==> config.mk <==
export PLATFORM = sky130hd
export DESIGN_NAME = sram_lookup_ctrl
export DESIGN_NICKNAME = d
export VERILOG_FILES = /design/src/rtl/sram_ctrl_pkg.sv /design/src/rtl/sram_secded.sv /design/src/rtl/sram_lookup_ctrl.sv
export SDC_FILE = /design/constraint.sdc
export NUM_CORES = 1
export LEC_CHECK = 0
export ABC_CLOCK_PERIOD_IN_PS = 3350
export BUFFER_PORTS_ARGS = -buffer_cell sky130_fd_sc_hd__buf_2
export CAP_MARGIN = 20
export CORE_MARGIN = 1.5
export CORE_UTILIZATION = 42
export DETAILED_ROUTE_END_ITERATION = 6
export HOLD_SLACK_MARGIN = 0.03
export PLACE_DENSITY = 0.76
export REMOVE_ABC_BUFFERS = 1
export SLEW_MARGIN = 20
export SYNTH_ARGS = -nofsm -noshare
export SYNTH_HDL_FRONTEND = slang
export SYNTH_SLANG_ARGS = --single-unit
==> constraint.sdc <==
create_clock -name CLK -period 3.35 [get_ports CLK]
set_input_delay 0.67 -clock CLK [delete_from_list [all_inputs] [get_ports CLK]]
set_output_delay 0.67 -clock CLK [all_outputs]
set_load 0.01 [all_outputs]
==> src/rtl/sram_ctrl_pkg.sv <==
// Shared types and constants for the table-SRAM lookup controller: default widths,
// response-buffer depth, response record and the SECDED(39,32) code tables.
package sram_ctrl_pkg;

    localparam int SRAM_AW    = 11;
    localparam int SRAM_DW    = 39;
    localparam int LK_TW      = 8;
    localparam int RESP_DEPTH = 2;

    localparam int SECDED_K = 32;
    localparam int SECDED_R = 7;

    typedef struct packed {
        logic [SRAM_DW-1:0] data;
        logic [LK_TW-1:0]   tag;
        logic               corr;
        logic               uerr;
    } resp_t;

    typedef logic [SECDED_K-1:0][5:0] synpos_t;
    typedef logic [5:0][SECDED_K-1:0] pmask_t;

    // Data bit j owns the j-th Hamming position that is not a power of two (3,5,6,7,9..38).
    function automatic synpos_t gen_syn_pos();
        synpos_t r;
        int p;
        r = '0;
        p = 3;
        for (int j = 0; j < SECDED_K; j++) begin
            while ((p & (p - 1)) == 0) p++;
            r[j] = 6'(p);
            p++;
        end
        return r;
    endfunction

    function automatic pmask_t gen_pmask();
        synpos_t pos;
        pmask_t  r;
        pos = gen_syn_pos();
        r   = '0;
        for (int i = 0; i < 6; i++)
            for (int j = 0; j < SECDED_K; j++)
                r[i][j] = pos[j][i];
        return r;
    endfunction

    localparam synpos_t SYN_POS     = gen_syn_pos();
    localparam pmask_t  PARITY_MASK = gen_pmask();

endpackage

==> src/rtl/sram_secded.sv <==
// Combinational SECDED(39,32) codec: codeword = {overall parity, 6 Hamming checks, data}.
// Only instantiated when SRAM_LOOKUP_CTRL_ECC_EN is defined.
module sram_secded
    import sram_ctrl_pkg::*;
(
    input  logic [31:0] enc_data,
    output logic [38:0] enc_cw,
    input  logic [38:0] dec_cw,
    output logic [31:0] dec_data,
    output logic        dec_corr,
    output logic        dec_uerr
);

    logic [5:0] enc_chk;
    logic [5:0] syn;
    logic       overall;
    logic       hit;

    generate
        for (genvar gi = 0; gi < 6; gi++) begin : gen_chk
            assign enc_chk[gi] = ^(enc_data & PARITY_MASK[gi]);
            assign syn[gi]     = (^(dec_cw[31:0] & PARITY_MASK[gi])) ^ dec_cw[32+gi];
        end
    endgenerate

    assign enc_cw  = {^{enc_chk, enc_data}, enc_chk, enc_data};
    assign overall = ^dec_cw;

    // Odd overall parity means one flipped bit; the syndrome must then name a real position.
    always_comb begin
        dec_data = dec_cw[31:0];
        hit      = (syn == 6'd0);
        for (int i = 0; i < 6; i++)
            if (syn == 6'(1 << i)) hit = 1'b1;
        for (int j = 0; j < SECDED_K; j++) begin
            if (syn == SYN_POS[j]) begin
                hit = 1'b1;
                if (overall) dec_data[j] = ~dec_cw[j];
            end
        end
        dec_corr = overall && hit;
        dec_uerr = (overall && !hit) || (!overall && (syn != 6'd0));
    end

endmodule

==> src/rtl/sram_lookup_ctrl.sv <==
// Arbitrates lookups and table updates onto a single-port SRAM and returns read words
// through a 2-entry response buffer. Define SRAM_LOOKUP_CTRL_ECC_EN for SECDED storage.
module sram_lookup_ctrl
    import sram_ctrl_pkg::*;
#(
    parameter int AW       = SRAM_AW,
    parameter int DW       = SRAM_DW,
    parameter int TW       = LK_TW,
    parameter int UP_BURST = 4
) (
    input  logic          CLK,
    input  logic          RST_N,
    input  logic          lk_valid,
    output logic          lk_ready,
    input  logic [AW-1:0] lk_addr,
    input  logic [TW-1:0] lk_tag,
    input  logic          up_valid,
    output logic          up_ready,
    input  logic [AW-1:0] up_addr,
    input  logic [DW-1:0] up_data,
    output logic          rs_valid,
    input  logic          rs_ready,
    output logic [DW-1:0] rs_data,
    output logic [TW-1:0] rs_tag,
    output logic          rs_corr,
    output logic          rs_uerr,
    output logic [AW-1:0] ADR,
    output logic [DW-1:0] D,
    output logic          WE,
    input  logic [DW-1:0] Q
);

    localparam int BW = $clog2(UP_BURST + 1);

    resp_t          entry_reg [RESP_DEPTH];
    logic           wr_ptr_reg;
    logic           rd_ptr_reg;
    logic [1:0]     count_reg;
    logic           inflight_reg;
    logic [TW-1:0]  tag_reg;
    logic [BW-1:0]  burst_reg;

    logic           pop;
    logic           push;
    logic [2:0]     occ;
    logic           lk_elig;
    logic           force_lk;
    logic           grant_up;
    logic           grant_lk;
    logic [DW-1:0]  wr_word;
    resp_t          push_resp;
    resp_t          head;

    assign rs_valid = (count_reg != 2'd0);
    assign pop      = rs_valid && rs_ready;
    assign push     = inflight_reg;

    // Credit check: the read issued now lands next cycle, so count it against the buffer.
    assign occ      = {1'b0, count_reg} + {2'b0, inflight_reg} - {2'b0, pop};
    assign lk_elig  = RST_N && lk_valid && (occ < 3'd2);
    assign force_lk = (burst_reg == BW'(UP_BURST));
    assign grant_up = RST_N && up_valid && !(lk_elig && force_lk);
    assign grant_lk = lk_elig && !grant_up;

    assign up_ready = grant_up;
    assign lk_ready = grant_lk;
    assign WE       = grant_up;
    assign ADR      = grant_lk ? lk_addr : (grant_up ? up_addr : '0);
    assign D        = grant_up ? wr_word : '0;

`ifdef SRAM_LOOKUP_CTRL_ECC_EN
    logic [31:0] dec_data;
    logic        dec_corr;
    logic        dec_uerr;

    sram_secded u_secded (
        .enc_data (up_data[31:0]),
        .enc_cw   (wr_word),
        .dec_cw   (Q),
        .dec_data (dec_data),
        .dec_corr (dec_corr),
        .dec_uerr (dec_uerr)
    );

    assign push_resp = '{data: {{(DW-32){1'b0}}, dec_data}, tag: tag_reg,
                         corr: dec_corr, uerr: dec_uerr};
`else
    assign wr_word   = up_data;
    assign push_resp = '{data: Q, tag: tag_reg, corr: 1'b0, uerr: 1'b0};
`endif

    always_ff @(posedge CLK) begin
        if (!RST_N) begin
            wr_ptr_reg   <= 1'b0;
            rd_ptr_reg   <= 1'b0;
            count_reg    <= 2'd0;
            inflight_reg <= 1'b0;
            tag_reg      <= '0;
            burst_reg    <= '0;
        end else begin
            inflight_reg <= grant_lk;
            if (grant_lk) tag_reg <= lk_tag;
            if (push) wr_ptr_reg <= ~wr_ptr_reg;
            if (pop) rd_ptr_reg <= ~rd_ptr_reg;
            count_reg <= count_reg + 2'(push) - 2'(pop);
            if (grant_lk || !lk_elig)
                burst_reg <= '0;
            else if (grant_up)
                burst_reg <= burst_reg + BW'(1);
        end
    end

    // Storage needs no reset: outputs are masked by rs_valid.
    always_ff @(posedge CLK) begin
        if (push) entry_reg[wr_ptr_reg] <= push_resp;
    end

    assign head    = entry_reg[rd_ptr_reg];
    assign rs_data = rs_valid ? head.data : '0;
    assign rs_tag  = rs_valid ? head.tag  : '0;
    assign rs_corr = rs_valid && head.corr;
    assign rs_uerr = rs_valid && head.uerr;

endmodule

After elaboration in Yosys (flattened, before gate mapping)
Memory sizes are Yosys's and may differ from the RTL's. A register that Yosys moved wholly into a read port is not among the register bits.
Cells that the tools add are included.
W data, S select, Z words.
{"block": "classes", "addsub": 5, "n_lt_le_gt_ge": 1, "n_eq_ne": 1, "mux": 9, "bitwise_logic": 3, "reduce_logical": 15}
{"op": "$mux W39", "count": 2}
{"op": "$mux W11", "count": 2}
{"op": "$mux W8", "count": 1}
{"op": "$logic_and A1 B1 Y1", "count": 7}
{"op": "$mux W1", "count": 4}
{"op": "$add A2 B1 Y3", "count": 1}
{"op": "$add A3 B1 Y3 const B", "count": 1}
{"op": "$eq A3 B3 Y1 const B", "count": 1}
{"op": "$logic_not A1 Y1", "count": 3}
{"op": "$lt A3 B2 Y1 const B", "count": 1}
{"op": "$not A1 Y1", "count": 3}
{"op": "$sub A3 B1 Y3", "count": 1}
{"op": "$add A2 B1 Y2", "count": 1}
{"op": "$logic_and A1 B1 Y1 const B", "count": 2}
{"op": "$reduce_bool A2 Y1", "count": 1}
{"op": "$reduce_or A2 Y1", "count": 1}
{"op": "$sub A2 B1 Y2", "count": 1}
{"op": "$logic_or A1 B1 Y1", "count": 1}
{"block": "word_totals", "reg_bits": 16, "ram_bits": 94, "in_bits": 113, "output_inout_bits": 103, "elab_cells": 41, "n_memories": 1}
{"memory": "entry_reg", "depth": 2, "word_bits": 47, "rd": 1, "rd_clocked_by_memory_dff": 1, "write_ports": 1, "line_no": "sram_lookup_ctrl.sv:35", "text": "resp_t entry_reg [RESP_DEPTH];"}

Longest topological paths before layout
Gate-level depths: netlist of run 1.
{"block": "logic_depth", "ltp_word": 12, "ltp_mapped": 11, "mapped_depth_nobuf": 10}

Worst setup path before layout of run 1
OpenSTA, ideal clock, no wires.
{"block": "synth_timing", "path_kind": "input-to-output", "startpoint": "in rs_ready", "endpoint": "out D[29]", "arrival_ns": 2.664, "setup_slack_ns": 0.016, "cell_stages": 11, "path_buffers": 1, "path_cell_list": "o21ai_0 > inv_1 > ha_1 > inv_1 > ha_1 > inv_1 > fa_1 > nand2_1 > o311a_1 > buf_4 > and2_1"}
{"block": "synth_via", "elab_chain_cells": 8}
{"element": "from (decl)", "line_no": "sram_lookup_ctrl.sv:22", "text": "input logic rs_ready,"}
{"element": "$logic_and A1 B1 Y1", "line_no": "sram_lookup_ctrl.sv:55", "text": "assign pop = rs_valid && rs_ready;"}
{"element": "named net pop", "line_no": "sram_lookup_ctrl.sv:43", "text": "logic pop;"}
{"element": "$sub A3 B1 Y3", "line_no": "sram_lookup_ctrl.sv:59", "text": "assign occ = {1'b0, count_reg} + {2'b0, inflight_reg} - {2'b0, pop};"}
{"element": "$lt A3 B2 Y1", "line_no": "sram_lookup_ctrl.sv:60", "text": "assign lk_elig = RST_N && lk_valid && (occ < 3'd2);"}
{"element": "$logic_and A1 B1 Y1", "line_no": "sram_lookup_ctrl.sv:60"}
{"element": "$logic_and A1 B1 Y1", "line_no": "sram_lookup_ctrl.sv:62", "text": "assign grant_up = RST_N && up_valid && !(lk_elig && force_lk);"}
{"element": "$logic_not A1 Y1", "line_no": "sram_lookup_ctrl.sv:62"}
{"element": "$logic_and A1 B1 Y1", "line_no": "sram_lookup_ctrl.sv:62"}
{"element": "named net WE", "line_no": "sram_lookup_ctrl.sv:29", "text": "output logic WE,"}
{"element": "$mux W39", "line_no": "sram_lookup_ctrl.sv:69", "text": "assign D = grant_up ? wr_word : '0;"}
{"element": "to (decl)", "line_no": "sram_lookup_ctrl.sv:28", "text": "output logic [DW-1:0] D,"}
The timed path passes the listed nets, and every way through them passes these cells.

Worst setup path after layout of run 1
{"block": "layout_timing", "startpoint": "in rs_ready", "endpoint": "out D[35]"}
{"block": "layout_via", "elab_chain_cells": 8}
{"element": "$logic_and A1 B1 Y1", "line_no": "sram_lookup_ctrl.sv:55"}
{"element": "named net pop", "line_no": "sram_lookup_ctrl.sv:43"}
{"element": "$sub A3 B1 Y3", "line_no": "sram_lookup_ctrl.sv:59"}
{"element": "$lt A3 B2 Y1", "line_no": "sram_lookup_ctrl.sv:60"}
{"element": "$logic_and A1 B1 Y1", "line_no": "sram_lookup_ctrl.sv:60"}
{"element": "$logic_and A1 B1 Y1", "line_no": "sram_lookup_ctrl.sv:62"}
{"element": "$logic_not A1 Y1", "line_no": "sram_lookup_ctrl.sv:62"}
{"element": "$logic_and A1 B1 Y1", "line_no": "sram_lookup_ctrl.sv:62"}
{"element": "$mux W39", "line_no": "sram_lookup_ctrl.sv:69"}
The timed path passes the listed nets, and every way through them passes these cells.

==> results.md, run 1 <==
* Clk sink count at 111
* Synth-to-layout area growth at 36.4%
* Largest net degree at the start of global routing at 49
* Bufs and invs on worst path at 6
* Clk root buf: clkbuf_16
* Routability Congestion at 0.837
* Fin crit share at 104%
* Global route overflow at 0
* Core ar. at 10,900 um2
* Chip Width at 110 um
* F_max at 288 MHz
* Yosys reg bits at 111
* Crit. End Element: output port
* Crit path max-delay family: adder cells
* Slew @ Worst Pin at 0.580 ns
* Max transition margin at 61.3%
* Final setup viols at 51
* CTS tree: built
* NumNets Final at 700
* CTS H-tree depth at 3
* Routed WL per cell at 15.0 um
* CP max stage cell: fa_2
* Vias per Instance at 4.82
* Max FFs per register at 94
* Register area share after synthesis at 66.4%
* First drt pass iteration count at 4
* Final min period at 3.48 ns
* GR Util All Layers at 17.9%
* Maxcap violations at 0
* Cell Pwr Density at 667 nW/um2
* Syn Inst Count at 365
* Dominant cell type by area after synthesis: edfxtp_1
* Placed Instances at 709
* Io pins at 216
* Layout cells sized above 1 at 44.8%
* Worst-path maximum fanout at 21
* Post-route cell area at 6500 um2
* Antenna viol nets, final at 0
* Pleak at 0.00281 uW
* Req. time, crit path at 2.68 ns
* Antenna fix cells at 0
* DRC Markers at 0
* Post-DP HPWL at 7850 um
* Detailed Route Iter0 Violations at 190
* Initial antenna violation count at 0
* Status: finished, violations left
* First-pass GRT wire length at 16,000 um
* # port buffers at 213
* Synth cell types at 29
* Starting Density at 43.6%
* Failing checks: setup timing
* Worst-case clock skew at 0.00337 ns
* CP arrival at 2.81 ns
* VDD IR-drop max at 0.000469 V
* Reg clk slew, reported paths at 0.07 ns
* Most used cell, CP: inv_1
* Area after DPL at 6050 um2
* Synthesized cell area at 4760 um2
* Ys Warns at 0
* Worst min path class: reg -> reg
* Die area at 12,000 um2
* Rows at 38
* Final cell count without fillers at 727
* RSZ-0062 raised after global routing: yes
* TritonCTS Buffers at 9
* Worst path cell trace: buf_2, o21ai_2, inv_1, ha_1, inv_1, ha_1, inv_1, fa_2, nand2_4, o311a_4, buf_12, and2_1, buf_2
* Synth top area share at 59.2%
* Latest clock arrival within the worst-skew pair at 0.33 ns
* Avg Synthesized Cell Area at 13.1 um2
* Die Y at 110 um
* Max incr delay on CP at 0.56 ns
* Clock buffer depth at 2
* Vias at 3,504
* Top cells by area, synth: edfxtp_1, mux2i_1, dfxtp_1
* Routed WL at 10,900 um
* Startpoint Class: input port
* Vias in the first global route at 3,360
* Slew Viols, Final at 0
* Setup WS post-layout at -0.127 ns
* Final hold vios at 0
* Setup CP Type: in -> out
[cell families after synthesis]
group / count (synthesis) / share of synthesized area (%)
AOI/OAI and AO/OA: 17 / 2.81
xor gates and xnor gates: 3 / 0.709
adders and majority gates: 5 / 1.47
buffers and inverters: 32 / 3.15
DFF: 111 / 66.4
muxes: 55 / 11.6
other: 1 / 0.0787
and+or+nand+nor: 141 / 13.8
[layout make-up]
cell class                 instances  area, um2
fill                             909       4440
sequential                       111       3170
multi-input combinational        223       1520
timing repair buffer             229       1270
clock buffer                       9        225
tap                              140        175
clock inverter                     7        120
inverter                           8       30.0
[power breakdown]
group	switching (uW)	internal (uW)
Combinational	719	563
Sequential	96.3	1770
Clock	453	733
[path summary, 6_finish.rpt]
kind,slack [ns],depth (start not counted),from,endpoint
hold reg to reg,0.45,0,tag_reg[1],entry_reg[1][1]
setup / recovery,-0.13,13,rs_ready,D[35]
setup reg to reg,0.66,13,count_reg[0],tag_reg[6]
hold / removal,0.45,0,tag_reg[1],entry_reg[1][1]
[cells in the final DEF, fill, tap and decap left out, types with 2 or more instances in the layout]
master	netlist	layout
buf_2	9	209
edfxtp_1	94	94
mux2i_1	55	55
nor2_1	49	47
and2_1	43	39
nand2_1	39	38
dfxtp_1	17	15
buf_4	4	12
o22ai_1	11	11
clkbuf_16	0	9
inv_1	8	8
ha_1	4	4
buf_6	0	4
and2_4	0	3
nor3_1	3	3
nor2b_1	4	3
bufinv_16	0	3
buf_12	0	3
nor2_4	0	2
xnor2_1	2	2
dfxtp_2	0	2
conb_1	1	2
[through the flow]
stage	setup slack [ns]	total power [uW]	utilization (%)	hold slack (ns)	setup TNS, ns
6_report	-0.127	4340	59.4	0.453	-5.54
5_1_grt	-0.240	4570	59.4	0.461	-11.44
4_1_cts	-0.156	4370	59.2	0.454	-7.12
3_5_place_dp	-0.242	3160	55.3	0.438	-11.40
3_3_place_gp	-0.200	3120	55.1	0.432	-9.54
2_1_floorplan	-0.261	2670	-	0.425	-12.87
[cell usage after synthesis]
cell and count:
a211o_1 1, a311oi_4 1, and2_1 43, buf_1 3, buf_2 9, buf_4 4
clkbuf_1 5, clkbuf_2 3, conb_1 1, dfxtp_1 17, edfxtp_1 94, fa_1 1
ha_1 4, inv_1 8, mux2i_1 55, nand2_1 39, nand2_2 1, nand3_1 1
nor2_1 49, nor2b_1 4, nor3_1 3, o21a_1 1, o21ai_0 1, o22ai_1 11
o311a_1 1, o31ai_1 1, or3b_1 1, xnor2_1 2, xor2_2 1
[timing repair]
action / in CTS / in global routing
gates resized for setup: 13 / 6
setup endpoints to repair: 53 / 53
pin swaps: 3 / 3
setup buffers: 0 / 1
hold endpoints to repair: 0 / 0
hold buffers: 0 / 0
gates cloned: 1 / 0
[worst reg2reg max path, stage by stage, from the launching register on]
cell	delay [ns]
dfxtp_2	0.32
o21ai_2	0.14
inv_1	0.05
ha_1	0.26
inv_1	0.06
ha_1	0.13
inv_1	0.05
fa_2	0.56
nand2_4	0.07
buf_4	0.13
buf_4	0.13
a311oi_4	0.25
buf_4	0.25
mux2i_1	0.23
[metal layers]
| metal | track usage, % | part of all wire [%] |
|---|---|---|
| met2 | 32.9 | 51 |
| met5 | 0 | 0 |
| met1 | 19.8 | 40 |
| met3 | 5.04 | 7.5 |
| met4 | 5.75 | 1.5 |
No activity file was read; power rests on OpenSTA's default activity.
==> run 2: changes to the inputs <==
ABC_AREA = 1   (was unset)
CORE_UTILIZATION = 43   (was 42)
PLACE_DENSITY = 0.77   (was 0.76)
==> run 2 against run 1 <==
  * The run still ends with setup timing left
  * Maximum frequency is 1.1% higher
  * Worst hold slack got worse by 0.0037 ns
  * Utilization increased by 1.4 points
  * Global-route usage grew 2.2 points
  * Cell count is 16% higher
  * Synthesized area grew 1.8%
  * Critical endpoint is now ADR[7]
==> results.md, run 2 <==
* Cell Pwr Density at 611 nW/um2
* # port buffers at 213
* CP max stage cell: fa_2
* Hold Path Stages at 1
* Final hold vios at 0
* Vias at 4,057
* Max transition margin at 30.1%
* Max FFs per register at 94
* First-pass GRT wire length at 17,900 um
* Hold Path Origin: rd_ptr_reg
* Multiplexer share of the synthesized area at 0%
* Routed WL per cell at 14.8 um
* Slew @ Worst Pin at 1.05 ns
* Routability Congestion at 0.895
* Vias per Instance at 4.80
* Most common cell in the netlist: nand2_1
* Design Power at 4060 uW
* Synth top area share at 58.2%
* Reg clk slew, reported paths at 0.07 ns
* Synth-to-layout area growth at 37.1%
* Worst-path maximum fanout at 6
* CP arrival at 2.77 ns
* Crit. End Element: output port
* Global route overflow at 0
* Req. time, crit path at 2.68 ns
* Worst-case clock skew at 0.00418 ns
* Ys async rst share at 0%
* Max incr delay on CP at 0.57 ns
* F_max at 291 MHz
* Chip Width at 109 um
* CTS tree: built
* CTS H-tree depth at 3
* Layout cells sized above 1 at 40.7%
* Most common cell after layout, fill and taps aside: buf_2
* Clk sink count at 111
* Setup WS post-layout at -0.0890 ns
* Failing checks: setup timing
* Top FF cell, synth: edfxtp_1
* Register area share after synthesis at 65.2%
* Yosys reg bits at 111
* Final setup viols at 49
* Largest net degree at the start of global routing at 49
* Worst min path class: reg -> reg
* Latest clock arrival within the worst-skew pair at 0.33 ns
* Reg2reg start: count_reg[1]
* Routed WL at 12,500 um
* Worst path cell trace: buf_6, inv_4, nor2_4, ha_4, inv_4, ha_4, inv_2, fa_2, nand3_4, inv_2, nand2_4, a21oi_4, buf_6, nand2_2, nand2_1, buf_2
* Reg2reg setup slack at 0.79 ns
* DRC Markers at 0
* Post-synth EDFFs at 94
* Final min period at 3.44 ns
* Starting Density at 44.4%
* Detailed Route Iter0 Violations at 237
* Most frequent cells in the layout: buf_2, nand2_1, edfxtp_1, inv_1
* Post-synthesis adder-cell area fraction at 1.44%
* VDD IR-drop max at 0.000386 V
* Die Y at 109 um
* Post-synth top cells: nand2_1, edfxtp_1, inv_1, nor2_1, a21oi_1
* First drt pass iteration count at 4
* Synthesized cell area at 4850 um2
* Startpoint Class: input port
* Ys Warns at 0
* Maxcap violations at 0
* GR Util All Layers at 20.1%
* Bufs and invs on worst path at 7
* Antenna viol nets, final at 0
* Reg2reg end: tag_reg[2]
* R2R cell count at 16
* Synth Area in Simple Gates at 18.5%
* Syn Inst Count at 484
* Crit path max-delay family: adder cells
* Setup Slack @ Placement at -0.299 ns
* Clk root buf: clkbuf_16
* TritonCTS Buffers at 9
* Setup CP Type: in -> out
* Clock buffer depth at 2
* Synth cell types at 24
* Post-synthesis compound-gate area fraction at 6.60%
* NumNets Final at 818
* Dominant cell type by area after synthesis: edfxtp_1
* Slew Viols, Final at 0
* Hold Buf Count CTS at 0
* RSZ-0062 raised after global routing: yes
* Vias in the first global route at 3,728
* Pleak at 0.00319 uW
* Rows at 38
* Status: finished, violations left
* Setup TNS at -1.51 ns
* Io pins at 216
* Die area at 11,900 um2
* Initial antenna violation count at 0
* Post-DP HPWL at 8730 um
* WHS at 0.450 ns
* Top cells by area, synth: edfxtp_1, nand2_1, dfxtp_1
* Post-Synth XOR/XNOR Area at 0.181%
* Main combinational cell family by area after synthesis: simple AND/OR/NAND/NOR gates
* Avg Synthesized Cell Area at 10.0 um2
* Fin crit share at 103%
* Core ar. at 10,900 um2
==> run 2: cell count changes after synthesis, moves of 3 or more <==
cell,change
and2_1,-43
nor2b_1,-4
mux2i_1,-55
clkbuf_2,-3
o22ai_1,-11
inv_1,+54
nand2_1,+107
buf_1,+3
nor2_1,+4
nor2_4,+11
a21oi_1,+51
o211ai_1,+8
==> run 2: metrics by stage <==
| stage | instance area [um2] | std cells | util, % |
|---|---|---|---|
| after floorplan | 4710 | 459 | - |
| after global placement | 6060 | 822 | 55.4 |
| after detailed placement | 6060 | 822 | 55.4 |
| after CTS | 6470 | 842 | 59.2 |
| after global routing | 6650 | 845 | 60.8 |
| final | 6650 | 846 | 60.8 |
==> run 2: worst max-delay path by stage <==
stage	start	to	cells past startpoint
floorplan	count_reg[1]	ADR[0]	14
global placement	rs_ready	ADR[9]	16
detailed placement	rs_ready	ADR[9]	16
CTS	rs_ready	D[29]	15
global route	rs_ready	ADR[3]	16
finish	rs_ready	ADR[7]	16
==> run 2: cell families after synthesis <==
kind of cell / count (synthesis)
DFF: 111
buffers and inverters: 91
adders and majority gates: 5
xor gates and xnor gates: 1
and+or+nand+nor: 215
AOI/OAI and AO/OA: 60
other: 1
==> run 2: power breakdown <==
part	internal [uW]	switching [uW]	total, uW	leakage (uW)
Combinational	446	788	1230	0.00206
Sequential	1740	69.0	1810	0.000997
Clock	577	439	1020	0.000142
Total	2770	1300	4060	0.00319
==> run 2: area by class of cell <==
| type | instances | area (um2) |
|---|---|---|
| Antenna cell | 1 | 2.50 |
| Clock inverter | 6 | 60.1 |
| Multi-Input combinational cell | 283 | 1440 |
| Fill cell | 923 | 4280 |
| Inverter | 65 | 256 |
| Timing Repair Buffer | 230 | 1320 |
| Clock buffer | 10 | 229 |
| Tap cell | 140 | 175 |
| Sequential cell | 111 | 3170 |
==> run 2: repair_timing <==
item	4_1_cts	5_1_grt
cloned	2	0
buffers inserted	2	3
pin swaps	1	18
resized for setup	25	35
setup endpoints to repair	53	52
==> run 2: metal layers <==
metal,track usage [%],vias to the layer above,share of wire (%)
met5,0,-,0
met4,6.12,0,1.3
met3,4.48,13,7.1
met2,38.8,165,55
met1,21.5,1905,37
li1,-,1974,-
==> run 3: changes to the inputs <==
--- a/config.mk
+++ b/config.mk
@@ -6,13 +6,12 @@
 export NUM_CORES = 1
 export LEC_CHECK = 0
-export ABC_AREA = 1
 export ABC_CLOCK_PERIOD_IN_PS = 3350
 export BUFFER_PORTS_ARGS = -buffer_cell sky130_fd_sc_hd__buf_2
 export CAP_MARGIN = 20
 export CORE_MARGIN = 1.5
-export CORE_UTILIZATION = 43
+export CORE_UTILIZATION = 42
 export DETAILED_ROUTE_END_ITERATION = 6
 export HOLD_SLACK_MARGIN = 0.03
-export PLACE_DENSITY = 0.77
+export PLACE_DENSITY = 0.76
 export REMOVE_ABC_BUFFERS = 1
 export SLEW_MARGIN = 20
==> constraint.sdc (replaced) <==
create_clock -name CLK -period 3.35 [get_ports CLK]
set_input_delay 0.5025 -clock CLK [delete_from_list [all_inputs] [get_ports CLK]]
set_output_delay 0.5025 -clock CLK [all_outputs]
set_load 0.01 [all_outputs]
==> run 3 against run 2 <==
  * The run still ends with setup timing left
  * Utilization fell by 2.9 points
  * Global-route usage is 2.4 points lower
  * Wire length shrank 14%
  * Sequential share of layout area rose by 2.4 points
==> results.md, run 3 (synthesis gave the netlist of run 1 again) <==
* Worst min path class: in -> reg
* Sw frac at 31.4%
* Latest clock arrival within the worst-skew pair at 0.35 ns
* Status: finished, violations left
* Setup Slack @ Placement at 0.0481 ns
* F_max at 298 MHz
* R2R cell count at 13
* Routability Congestion at 0.844
* Setup WS post-layout at -0.00630 ns
* # port buffers at 213
* Final min period at 3.36 ns
* Post-DP HPWL at 7890 um
* GR Util All Layers at 17.7%
* DRC Markers at 0
* RSZ-0062 raised after global routing: yes
* NumNets Final at 699
* Most common cell after layout, fill and taps aside: buf_2
* Setup CP Type: reg -> out
* Starting Density at 43.6%
* Synth-to-layout area growth at 32.9%
* Layout cells sized above 1 at 43.3%
* CP max stage cell: fa_1
* Most frequent cells in the layout: buf_2, edfxtp_1, mux2i_1, nor2_1, and2_1
* Hold Buf Count CTS at 0
* Global route overflow at 0
* Rows at 38
* Most used cell, CP: inv_1
* Vias at 3,461
* Detailed Route Iter0 Violations at 166
* Vias in the first global route at 3,319
* CP Depth at 12
* Max transition margin at 39.9%
* First-pass GRT wire length at 15,800 um
* Setup TNS at -0.0203 ns
* Max incr delay on CP at 0.52 ns
* Area after DPL at 6020 um2
* Slew @ Worst Pin at 0.900 ns
* Final hold vios at 0
* Initial antenna violation count at 0
* Largest net degree at the start of global routing at 49
* Cell Pwr Density at 651 nW/um2
* Max FFs per register at 94
* Combinational share of power at 29.6%
* Final setup viols at 8
* Core ar. at 10,900 um2
* VDD IR-drop max at 0.000329 V
* CP arrival at 2.85 ns
* Clk root buf: clkbuf_16
* Clk sink count at 111
* First drt pass iteration count at 4
* Hold Path Stages at 1
* Chip Width at 110 um
* CTS tree: built
* Routed WL per cell at 14.8 um
* Die area at 12,000 um2
* Maxcap violations at 0
* Failing checks: setup timing
* Clock share of power at 24.5%
* Slew Viols, Final at 0
* Internal Pwr Total at 2830 uW
* Post-layout util at 57.9%
* Req. time, crit path at 2.85 ns
* CTS H-tree depth at 3
* Bufs and invs on worst path at 5
* Antenna viol nets, final at 0
* Fin crit share at 100%
* Post-route cell area at 6330 um2
* Layout fillers at 920
* Reg clk slew, reported paths at 0.07 ns
* Clock buffer depth at 2
* Worst-path maximum fanout at 41
* Worst-case clock skew at 0.00766 ns
* Startpoint Class: flip-flop
* Vias per Instance at 4.77
* TritonCTS Buffers at 9
* Pleak at 0.00274 uW
* Routed WL at 10,800 um
* Worst path cell trace: o21ai_2, inv_1, ha_1, inv_1, ha_1, inv_1, fa_1, nand2_2, o311a_1, buf_12, and2_1, buf_2
* Die Y at 110 um
* Switching Power at 1290 uW
* WHS at 0.344 ns
* Io pins at 216
* Crit. End Element: output port
* Register share of total power at 45.9%
* Antenna fix cells at 0
* Crit path max-delay family: adder cells
[run 3: cell count changes in the layout (fill, tap and decap cells not counted), sizes merged, moves of 8 or more]
cell	before	now
a21oi	51	0
and2	0	43
inv	65	11
mux2i	0	55
nand2	148	40
nor2	64	49
o211ai	8	0
o22ai	0	11
[run 3: worst reg2reg max path: stages (launching register included)]
cell and delay, ns:
dfxtp_2 0.35, o21ai_2 0.13, inv_1 0.07, ha_1 0.27, inv_1 0.06, ha_1 0.13, inv_1 0.04, fa_1 0.52
nand2_2 0.09, buf_4 0.14, buf_4 0.13, a311oi_4 0.25, buf_4 0.25, mux2i_1 0.21
[run 3: final timing paths]
kind	from	end	slack, ns
worst max-delay path	count_reg[0]	D[17]	-0.006
worst min-delay path	Q[38]	entry_reg[1][46]	0.34
worst max register to register	count_reg[0]	tag_reg[1]	0.64
worst min register to register	tag_reg[1]	entry_reg[1][1]	0.46
[run 3: cell type report]
type	instances	area (um2)	area share, %
Clock buffer	9	225	3.56
Clock inverter	7	66.3	1.05
Inverter	8	30.0	0.474
Multi-Input combinational cell	223	1480	23.4
Sequential cell	111	3170	50.0
Tap cell	140	175	2.77
Timing Repair Buffer	228	1190	18.8
[run 3: per-layer routing]
metal  vias up  GRT usage [%]  share of wire [%]
li1       1698              -                  -
met2       157           33.1                 52
met1      1591           19.7                 39
met4         0           6.86                1.7
met3        15           3.44                7.3
met5         -              0                  0
[run 3: power groups by stage]
stage | clock network [uW] | logic, uW | registers (uW)
finish | 1010 | 1220 | 1890
global route | 1080 | 1360 | 1920
CTS | 1030 | 1240 | 1900
detailed placement | 0 | 1230 | 1930
global placement | 0 | 1200 | 1910
floorplan | 0 | 714 | 1950
[run 3: what timing repair did]
item / in CTS / in global routing
resized for setup: 4 / 1
pin swaps: 2 / 1
endpoints found under the setup margin: 53 / 52
setup buffers: 1 / 1
[run 3: per-stage QoR]
step | cells | total power (uW)
floorplan | 342 | 2670
global placement | 708 | 3110
detailed placement | 708 | 3150
CTS | 725 | 4170
global route | 726 | 4360
finish | 726 | 4120
